`src/rtl/uart_tx_ex.sv`:
```
// UART transmitter that takes words from a valid/ready byte stream.
// Parity and stop-bit count are chosen per frame; an idle gap can follow the last word of a packet.
module uart_tx_ex #(
  parameter int clk_rate = 100000000,
  parameter int Baud     = 115200,
  parameter int Word_len = 8,
  parameter int GAP_BITS = 2
) (
  input  logic                clk,
  input  logic                rst,
  input  logic [Word_len-1:0] tx_data,
  input  logic                tx_data_valid,
  input  logic                tx_data_last,
  input  logic [1:0]          parity_mode,
  input  logic                two_stop,
  output logic                tx_data_ready,
  output logic                Uart_tx,
  output logic                tx_busy,
  output logic                frame_done
);

  localparam int DIV      = clk_rate / Baud;
  localparam int BAUD_W   = (DIV > 1) ? $clog2(DIV) : 1;
  localparam int GAP_LAST = (GAP_BITS > 0) ? GAP_BITS - 1 : 0;
  localparam int CNT_MAX  = (Word_len - 1 > GAP_LAST) ? Word_len - 1 : GAP_LAST;
  localparam int CNT_W    = $clog2(CNT_MAX + 1);

  if (DIV < 2) begin : g_bad_div
    $error("uart_tx_ex: clk_rate/Baud must be at least 2");
  end
  if (Word_len < 5 || Word_len > 9) begin : g_bad_word_len
    $error("uart_tx_ex: Word_len must be in 5..9");
  end

  typedef enum logic [2:0] {IDLE, START, DATA, PARITY, STOP, GAP} state_e;

  state_e              state_q, state_d;
  logic [BAUD_W-1:0]   baud_q, baud_d;
  logic [CNT_W-1:0]    cnt_q, cnt_d;
  logic [Word_len-1:0] shift_q, shift_d;
  logic                last_q, last_d;
  logic                par_en_q, par_en_d;
  logic                par_bit_q, par_bit_d;
  logic                two_stop_q, two_stop_d;
  logic                tx_q, tx_d;
  logic                done_q, done_d;
  logic                baud_end;
  logic                transfer;

  assign tx_data_ready = (state_q == IDLE) && !rst;
  assign tx_busy       = (state_q != IDLE) && !rst;
  assign transfer      = tx_data_valid && tx_data_ready;
  assign baud_end      = (baud_q == BAUD_W'(DIV - 1));
  assign Uart_tx       = tx_q;
  assign frame_done    = done_q;

  always_comb begin
    state_d    = state_q;
    baud_d     = baud_q;
    cnt_d      = cnt_q;
    shift_d    = shift_q;
    last_d     = last_q;
    par_en_d   = par_en_q;
    par_bit_d  = par_bit_q;
    two_stop_d = two_stop_q;
    done_d     = 1'b0;

    if (state_q != IDLE) begin
      baud_d = baud_end ? '0 : baud_q + 1'b1;
    end

    case (state_q)
      IDLE: begin
        if (transfer) begin
          state_d    = START;
          baud_d     = '0;
          cnt_d      = '0;
          shift_d    = tx_data;
          last_d     = tx_data_last;
          two_stop_d = two_stop;
          par_en_d   = (parity_mode == 2'd1) || (parity_mode == 2'd2);
          // Odd parity inverts the XOR so the ones count including parity is odd.
          par_bit_d  = (parity_mode == 2'd1) ? ~^tx_data : ^tx_data;
        end
      end
      START: begin
        if (baud_end) state_d = DATA;
      end
      DATA: begin
        if (baud_end) begin
          shift_d = shift_q >> 1;
          if (cnt_q == CNT_W'(Word_len - 1)) begin
            cnt_d   = '0;
            state_d = par_en_q ? PARITY : STOP;
          end else begin
            cnt_d = cnt_q + 1'b1;
          end
        end
      end
      PARITY: begin
        if (baud_end) begin
          cnt_d   = '0;
          state_d = STOP;
        end
      end
      STOP: begin
        if (baud_end) begin
          if (two_stop_q && (cnt_q == '0)) begin
            cnt_d = CNT_W'(1);
          end else begin
            cnt_d = '0;
            if (last_q && (GAP_BITS > 0)) begin
              state_d = GAP;
            end else begin
              state_d = IDLE;
              done_d  = 1'b1;
            end
          end
        end
      end
      GAP: begin
        if (baud_end) begin
          if (cnt_q == CNT_W'(GAP_LAST)) begin
            cnt_d   = '0;
            state_d = IDLE;
            done_d  = 1'b1;
          end else begin
            cnt_d = cnt_q + 1'b1;
          end
        end
      end
      default: state_d = IDLE;
    endcase

    // The line register is loaded with the level of the state being entered.
    case (state_d)
      START:   tx_d = 1'b0;
      DATA:    tx_d = shift_d[0];
      PARITY:  tx_d = par_bit_q;
      default: tx_d = 1'b1;
    endcase
  end

  always_ff @(posedge clk) begin
    if (rst) begin
      state_q    <= IDLE;
      baud_q     <= '0;
      cnt_q      <= '0;
      shift_q    <= '0;
      last_q     <= 1'b0;
      par_en_q   <= 1'b0;
      par_bit_q  <= 1'b0;
      two_stop_q <= 1'b0;
      tx_q       <= 1'b1;
      done_q     <= 1'b0;
    end else begin
      state_q    <= state_d;
      baud_q     <= baud_d;
      cnt_q      <= cnt_d;
      shift_q    <= shift_d;
      last_q     <= last_d;
      par_en_q   <= par_en_d;
      par_bit_q  <= par_bit_d;
      two_stop_q <= two_stop_d;
      tx_q       <= tx_d;
      done_q     <= done_d;
    end
  end

endmodule

```
`config.mk`:
```
export PLATFORM = sky130hd
export DESIGN_NAME = uart_tx_ex
export DESIGN_NICKNAME = d
export VERILOG_FILES = /design/src/rtl/uart_tx_ex.sv
export SDC_FILE = /design/constraint.sdc
export NUM_CORES = 1
export LEC_CHECK = 0
export CAP_MARGIN = 40
export CELL_PAD_IN_SITES_DETAIL_PLACEMENT = 0
export CELL_PAD_IN_SITES_GLOBAL_PLACEMENT = 1
export CORE_AREA = 2 2 65 67
export DETAILED_ROUTE_END_ITERATION = 8
export DIE_AREA = 0 0 67 69
export GPL_TIMING_DRIVEN = 0
export PLACE_DENSITY_LB_ADDON = 0.1
export SETUP_SLACK_MARGIN = 0.15
export SYNTH_ARGS = -nofsm -noshare
export SYNTH_HDL_FRONTEND = slang
export SYNTH_SLANG_ARGS = --single-unit
```
`constraint.sdc`:
```
create_clock -name clk -period 2.9 [get_ports clk]
set_input_delay 0.58 -clock clk [delete_from_list [all_inputs] [get_ports clk]]
set_output_delay 0.58 -clock clk [all_outputs]
set_load 0.02 [all_outputs]
```
# Word level (Yosys, flattened, before mapping)

Index checks and enable logic that the tools add are counted.

Flip-flop bits (word level): 30
Output and inout bits: 4

Add/sub/neg operators: 2
Equal/unequal tests: 18
Multiplexer cells: 36
Reduce and logical (&&, ||, !) cells: 16

Operators with widths:

| kind                  | number |
|---|---|
| $mux 3                | 18 |
| $mux 10               | 4 |
| $pmux 3 s6            | 1 |
| $mux 8                | 2 |
| $pmux 8 s2            | 1 |
| $pmux 3 s5            | 1 |
| $eq 3x2->1 const B    | 4 |
| $add 10x1->10 const B | 1 |
| $eq 10x10->1 const B  | 1 |
| $ne 2x2->1 const B    | 5 |
| $eq 3x1->1 const B    | 3 |
| $eq 3x3->1 const B    | 3 |
| $reduce_xnor 8->1     | 1 |
| $reduce_xor 8->1      | 1 |
| $mux 1                | 7 |
| $logic_not 3->1       | 2 |
| $reduce_and 6->1      | 1 |
| $reduce_bool 5->1     | 1 |
| $logic_and 1x1->1     | 4 |
| $add 3x1->3 const B   | 1 |
| $pmux 1 s3            | 1 |
| $reduce_and 3->1      | 1 |
| $reduce_bool 3->1     | 1 |
| $eq 2x1->1 const B    | 1 |
| other kinds (6)       | 6 |

# Longest topological paths before layout

Gate-level depths: netlist of run 1.

Word-level depth: 7
Depth in mapped cells: 8

# Least setup slack after synthesis of run 1

No wires, ideal clock.

Kind: in2reg
Start point: input rst
End point: register tx_q, in the netlist Uart_tx
Library setup time: 0.135 ns
Arrival: 1.712 ns
Required time: 2.765 ns
Path slack: 1.053 ns
Cell stages on the path: 7
Buffers on the path: 1
Cells stage by stage: buf_2 > inv_1 > nand2_1 > nor2_8 > nor3b_2 > a2111oi_4 > o2111ai_1

Word-level cells in the longest chain between the ends: 7
Elaborated cells on any way between the ends: 11
Classes of those cells: 3 x eq/ne; 5 x mux; 3 x reduce/logical

RTL lines:

| item                                     | line | text |
|---|---|---|
| start, declared                          | 10   | `input logic rst,` |
| $logic_not 1->1                          | 50   | `assign tx_data_ready = (state_q == IDLE) && !rst;` |
| $logic_and 1x1->1                        | 50   |  |
| $logic_and 1x1->1                        | 52   | `assign transfer = tx_data_valid && tx_data_ready;` |
| $mux 3                                   | 74   | `if (transfer) begin` |
| $pmux 3 s6                               | 72   | `case (state_q)` |
| $eq 3x2->1 or $eq 3x1->1 (tied branches) | 136  | `case (state_d)` |
| $pmux 1 s3                               | 136  |  |
| end signal, assigned                     | 165  | `tx_q <= tx_d;` |
| end, declared                            | 45   | `logic tx_q, tx_d;` |

Parallel ways exist; a longest one is shown, timed or not. The select of a mux whose other input is x is not followed.
A chain may end at the register's enable or synchronous reset.

# Final worst setup path of run 1

Start point: register state_q[2]
End point: output tx_data_ready

Word-level cells in the longest chain between the ends: 2

RTL lines:

| item                   | line | text |
|---|---|---|
| start, declared        | 37   | `state_e state_q, state_d;` |
| start signal, assigned | 157  | `state_q <= state_d;` |
| $logic_not 3->1        | 50   |  |
| $logic_and 1x1->1      | 50   |  |
| end, declared          | 16   | `output logic tx_data_ready,` |

No other way between the ends.

==> metrics.txt, run 1 <==
status completed; top-area cell type share of the netlist area 0.356; Congestion Overflow GR 0; buffers inserted by post-CTS timing repair 0; CTS tree yes; DR DRC count 0; Root Driver clkbuf_8; R2R Setup Slk around 0.82 ns; Multi-input gate area 0.00104 sq mm; Gate power share 0.154; clk sinks 30; register share of total power 0.474; Final Skew ~0.0044 ns; Sequential cell area about 600 sq um; Least-Margin Pin Slew approximately 0.55 ns; Critical-path top delay cell clkdlybuf4s50_1; Pre-Repair DR Iteration Count 4; CP Launch Type register; Via density 5.45; diode count 0; Slew Limit Fails 0; Post-CTS Resized 0; Post-synth EDFFs 0; RSZ-0062 raised after global routing no; sequential share of the synthesized area 0.356; H-tree Lvls 2; worst-case reg-to-reg path depth 7; hold endpoint shift_q[2]$_SDFFE_PP0P_; total number of vias about 1500; Critical Path RT 2.32 ns; met1 WL 1970 um; Area Overhead vs Synth 19.2%; metal2 WL between 1500 and 2000 um; Fin. Hold Viols 0; min-delay src shift_q[2]$_SDFFE_PP0P_; largest cells by area after synthesis dfxtp_1, nand2_1, ha_1; Max-Cap Viols 0; IO Port Bufs 17; hold path cells 2; Num CTS Buffers 5; leakage power about 0.00075 uW; antenna-violating nets left 0; Fin Setup TNS 0 ns; initial antenna violation count 0; Finished Cell Area ~0.002 sq mm; most frequent cells in the layout dfxtp_1, nand2_1, nor2_1, clkdlybuf4s50_1, a21oi_1; Reg-to-Reg End Uart_tx$_SDFF_PP1_; Post-Synthesis Cells 199; maximum VDD drop 0.000213 V; most common cell after layout, fill and taps aside dfxtp_1; ys async rst share 0; Setup CP Type reg -> out; chip width about 67 um; syn nets between 200 and 250; Hold-fix buffers, CTS 0; vias in the first global route 1420; post-synth cell types 44; Final Cycle Share 0.861; Int Pwr 684 uW; Post-Syn Area ~0.0017 sq mm; Filler Cell Count about 410; layout cells sized above 1 0.0982; placer congestion estimate between 0.8 and 0.9; FMAX 0.401 GHz; #FFs+latches synth 30; slew margin rel. 0.628; Yosys top cell by area dfxtp_1; CP max stage delay about 0.61 ns; Max Root-Sink Buffers 2; final setup fails 0; GR Util All Layers 0.186; Die Area between 0.004 and 0.005 sq mm; Buf/Inv on CP 2; crit path DAT approximately 1.9 ns; WL/cell approximately 14 um; drt initial violations 88; global-route wire length before repair about 6600 um; Top Ports 19; crit path time final 2.50 ns; Die Height 69 um; clock network power share 0.372; area post-placement between 0.0015 and 0.002 sq mm; Crit Path Max Fanout 9; main flop type after synthesis dfxtp_1; nets between 200 and 250; Hold Crit Class reg -> reg; critical path endpoint category primary output; utilization after layout 0.514; HPWL after DPL approximately 2900 um; Starting Density 0.432; largest net degree at the start of global routing 11; worst skew pair latency between 0.2 and 0.3 ns; clk slew on worst S/H paths ~0.070 ns; Cell Chain, Critical Path or3_1 -> buf_2 -> nor2_1 -> clkdlybuf4s50_1; core area ~0.004 sq mm; CP top delay family buffers and inverters; YS warnings 0; Detailed Route WL a little under 4000 um; met3 routed WL 136 um; Core Rows 23; top sig layer met4; switching share of total power 0.264; origin of the critical flop-to-flop path baud_q[0]$_SDFF_PP0_; syn_area_per_cell approximately 8.5 sq um; Power Dens Cells 462 mW/mm^2; Net Sw Power ~250 uW
flip-flops by register name, indices dropped and copies added, names as in the netlist:
signal,flops
shift_q,8
par_bit_q,1
par_en_q,1
frame_done,1
state_q,3
Uart_tx,1
two_stop_q,1
last_q,1
cnt_q,3
baud_q,10
tightest hold or removal path, delay by kind of cell, from the launching register on:
kind            cells  cell delay [ns]
compound gates      1             0.05
flops               1             0.31
simple gates        1             0.05
kinds of logic after synthesis:
logic type / after synthesis / share of synthesized area
xor+xnor: 9 / 0.0467
compound gates: 54 / 0.226
buf+inv: 12 / 0.0304
fa+ha+maj: 7 / 0.0518
flops: 30 / 0.356
simple gates: 87 / 0.290
power groups by stage:
stage,Combinational (uW),Clock (uW),Sequential [uW]
floorplan,92.6,0,448
global placement,140,0,450
detailed placement,143,0,450
CTS,143,354,441
global route,160,379,442
finish,143,346,440
routing by layer:
layer	global-route usage	vias up
met5	0	-
met4	0.0612	0
met3	0.0538	5
met1	0.260	687
li1	-	769
met2	0.274	32
cell usage after synthesis, drive strengths merged (5+ instances only):
cell type	instances
a211oi	5
a21oi	16
a22oi	8
a31oi	5
buf	6
dfxtp	30
ha	7
inv	5
nand2	24
nand2b	6
nand3	5
nor2	24
o21ai	7
xnor2	6
through the flow:
stage                     worst slack, ns  hold slack, ns  total power (uW)  std cells
after floorplan                      1.05           0.432               540        199
after global placement              0.414           0.439               590        266
final                               0.404           0.453               929        274
after detailed placement            0.412           0.445               592        266
after global routing                0.260           0.467               981        274
after CTS                           0.397           0.454               937        274
worst max-delay path by stage:
stage | cells after the start | end | slack [ns] | start
after floorplan | 7 | Uart_tx$_SDFF_PP1_ | 1.05 | rst
after global placement | 4 | tx_busy | 0.41 | rst
after detailed placement | 4 | tx_busy | 0.41 | rst
after CTS | 4 | tx_data_ready | 0.40 | state_q[2]$_SDFF_PP0_
after global routing | 4 | tx_busy | 0.26 | state_q[0]$_SDFF_PP0_
final | 4 | tx_data_ready | 0.40 | state_q[2]$_SDFF_PP0_
layout make-up:
class                      instances  area share
inverter                           5     0.00932
sequential                        30       0.298
buffer                             7      0.0162
tap                               50      0.0311
multi-input combinational        157       0.515
clock buffer                       7      0.0429
clock inverter                     1     0.00249
timing repair buffer              17      0.0845
No activity file was read; power rests on OpenSTA's default activity.
==> run 2, diff against run 1 <==
==> constraint.sdc (replaced) <==
create_clock -name clk -period 3 [get_ports clk]
set_input_delay 0.9 -clock clk [delete_from_list [all_inputs] [get_ports clk]]
set_output_delay 0.9 -clock clk [all_outputs]
set_load 0.02 [all_outputs]
==> run 2 against run 1 <==
Via count fell by 1.2%. Core utilization up 0.096 points. Final cell count decreased by 0.36%. Largest cell class unchanged. Power shrank 3.7%. Highest routed layer unchanged. Largest power group unchanged. Worst setup slack got worse by 0.19 ns. Clock-buffer cell count unchanged. Die area unchanged. Routed wire length is 2.6% lower.
==> metrics.txt, run 2 (synthesized netlist as in run 1, its figures left out) <==
Die Height 69 um; critical path endpoint category primary output; placer congestion estimate between 0.8 and 0.9; nets 244; register share of total power 0.476; crit path DAT roughly 1.9 ns; layout cells sized above 1 0.103; Gate power share 0.153; worst skew pair latency 0.28 ns; Slew Limit Fails 0; final setup fails 0; max FFs per register 10; total number of vias 1475; IO Port Bufs 17; Starting Density 0.432; Least-Margin Pin Slew around 0.54 ns; Biggest register baud_q; clk slew on worst S/H paths ~0.07 ns; DP Cell Count roughly 270; slew margin rel. 0.642; Max-Cap Viols 0; FMAX around 0.36 GHz; Top Ports 19; min-delay src shift_q[2]$_SDFFE_PP0P_; Die Area ~0.0046 sq mm; most common cell after layout, fill and taps aside dfxtp_1; Hold Slack 0.453 ns; buffers inserted by post-CTS timing repair 0; status completed; Int Pwr approximately 660 uW; Max Root-Sink Buffers 2; utilization after layout 0.515; switching share of total power 0.262; DR DRC count 0; core area 0.00391 sq mm; Num CTS Buffers 5; vias in the first global route about 1400; global-route wire length before repair approximately 6500 um; Critical Path RT 2.10 ns; Area Overhead vs Synth 19.4%; drt initial violations 107; Crit Path Max Fanout 19; H-tree Lvls 2; most frequent cells in the layout dfxtp_1, nand2_1, nor2_1, a21oi_1, clkdlybuf4s50_1; maximum VDD drop around 0.0002 V; Root Driver clkbuf_8; Fin Setup TNS 0 ns; leakage power roughly 0.00076 uW; Power Dens Cells approximately 440 mW/mm^2; initial antenna violation count 0; GR Util All Layers 0.184; Core Rows 23; Critical-path top delay cell clkdlybuf4s50_1; Via density around 5.4; CP max stage delay about 0.61 ns; clock network power share 0.371; largest net degree at the start of global routing 20; HPWL after DPL 2870 um; origin of the critical flop-to-flop path baud_q[0]$_SDFF_PP0_; Hold-fix buffers, CTS 0; RSZ-0062 raised after global routing no; CTS tree yes; Setup CP Type in -> out; antenna-violating nets left 0; Detailed Route WL around 3800 um; Hold Crit Class reg -> reg; WL/cell roughly 14 um; clk sinks 30; Cell Chain, Critical Path buf_2 -> nor2_1 -> clkdlybuf4s50_1; diode count 0; CP top delay family buffers and inverters; Buf/Inv on CP 2; Final Skew approximately 0.0055 ns; Critical Path Start rst; crit path time final 2.79 ns; Congestion Overflow GR 0; Final Cycle Share 0.928; CP Launch Type input pin; Pre-Repair DR Iteration Count 4; Fin. Hold Viols 0; Net Sw Power about 230 uW; top flop regs baud_q x10, shift_q x8; chip width ~67 um; post-route insts no fill 273
## run 2: cell type report
| type | instances | area (sq um) |
|---|---|---|
| Sequential cell | 30 | 601 |
| Buffer | 6 | 28.8 |
| Tap cell | 50 | 62.6 |
| Inverter | 5 | 18.8 |
| Clock inverter | 1 | 5.00 |
| Multi-Input combinational cell | 157 | 1040 |
| Fill cell | 404 | 1900 |
| Clock buffer | 7 | 86.3 |
| Timing Repair Buffer | 17 | 173 |
## run 2: power by group through the flow
stage	clock (uW)	sequential (uW)	combinational (uW)
after global placement	0	435	135
after CTS	342	426	138
final	332	426	137
after detailed placement	0	435	138
after global routing	367	427	154
after floorplan	0	433	89.5
## run 2: per-layer routing
layer	global-route usage	share of wire	wire, um
met2	0.270	0.45	1750
met5	0	0	0
met3	0.0538	0.041	159
met4	0.0612	0.013	49
met1	0.256	0.49	1880
## run 2: path summary, 6_finish.rpt
check	end	slack (ns)	depth (start not counted)
setup / recovery	tx_busy	0.21	3
setup reg to reg	Uart_tx$_SDFF_PP1_	0.94	7
hold / removal	shift_q[2]$_SDFFE_PP0P_	0.45	2
hold reg to reg	shift_q[2]$_SDFFE_PP0P_	0.45	2
## run 2: repair_timing
action,4_1_cts,5_1_grt
hold endpoints to repair,0,0
resized for setup,0,2
setup endpoints to repair,2,2
## run 2: stage by stage
stage	worst slack, ns	power [uW]	area [sq um]
2_1_floorplan	0.539	522	1690
3_3_place_gp	-0.126	570	1920
3_5_place_dp	-0.128	573	1920
4_1_cts	0.180	905	2010
5_1_grt	0.160	947	2020
6_report	0.215	895	2020
## run 2: worst register-to-register path, stage by stage, from the launching register on
cell and delay [ns]:
dfxtp_1 0.36, ha_1 0.22, nor3b_2 0.38, nand3_4 0.22, nor2_8 0.21, nor3b_2 0.08, a2111oi_4 0.33, o2111ai_1 0.13
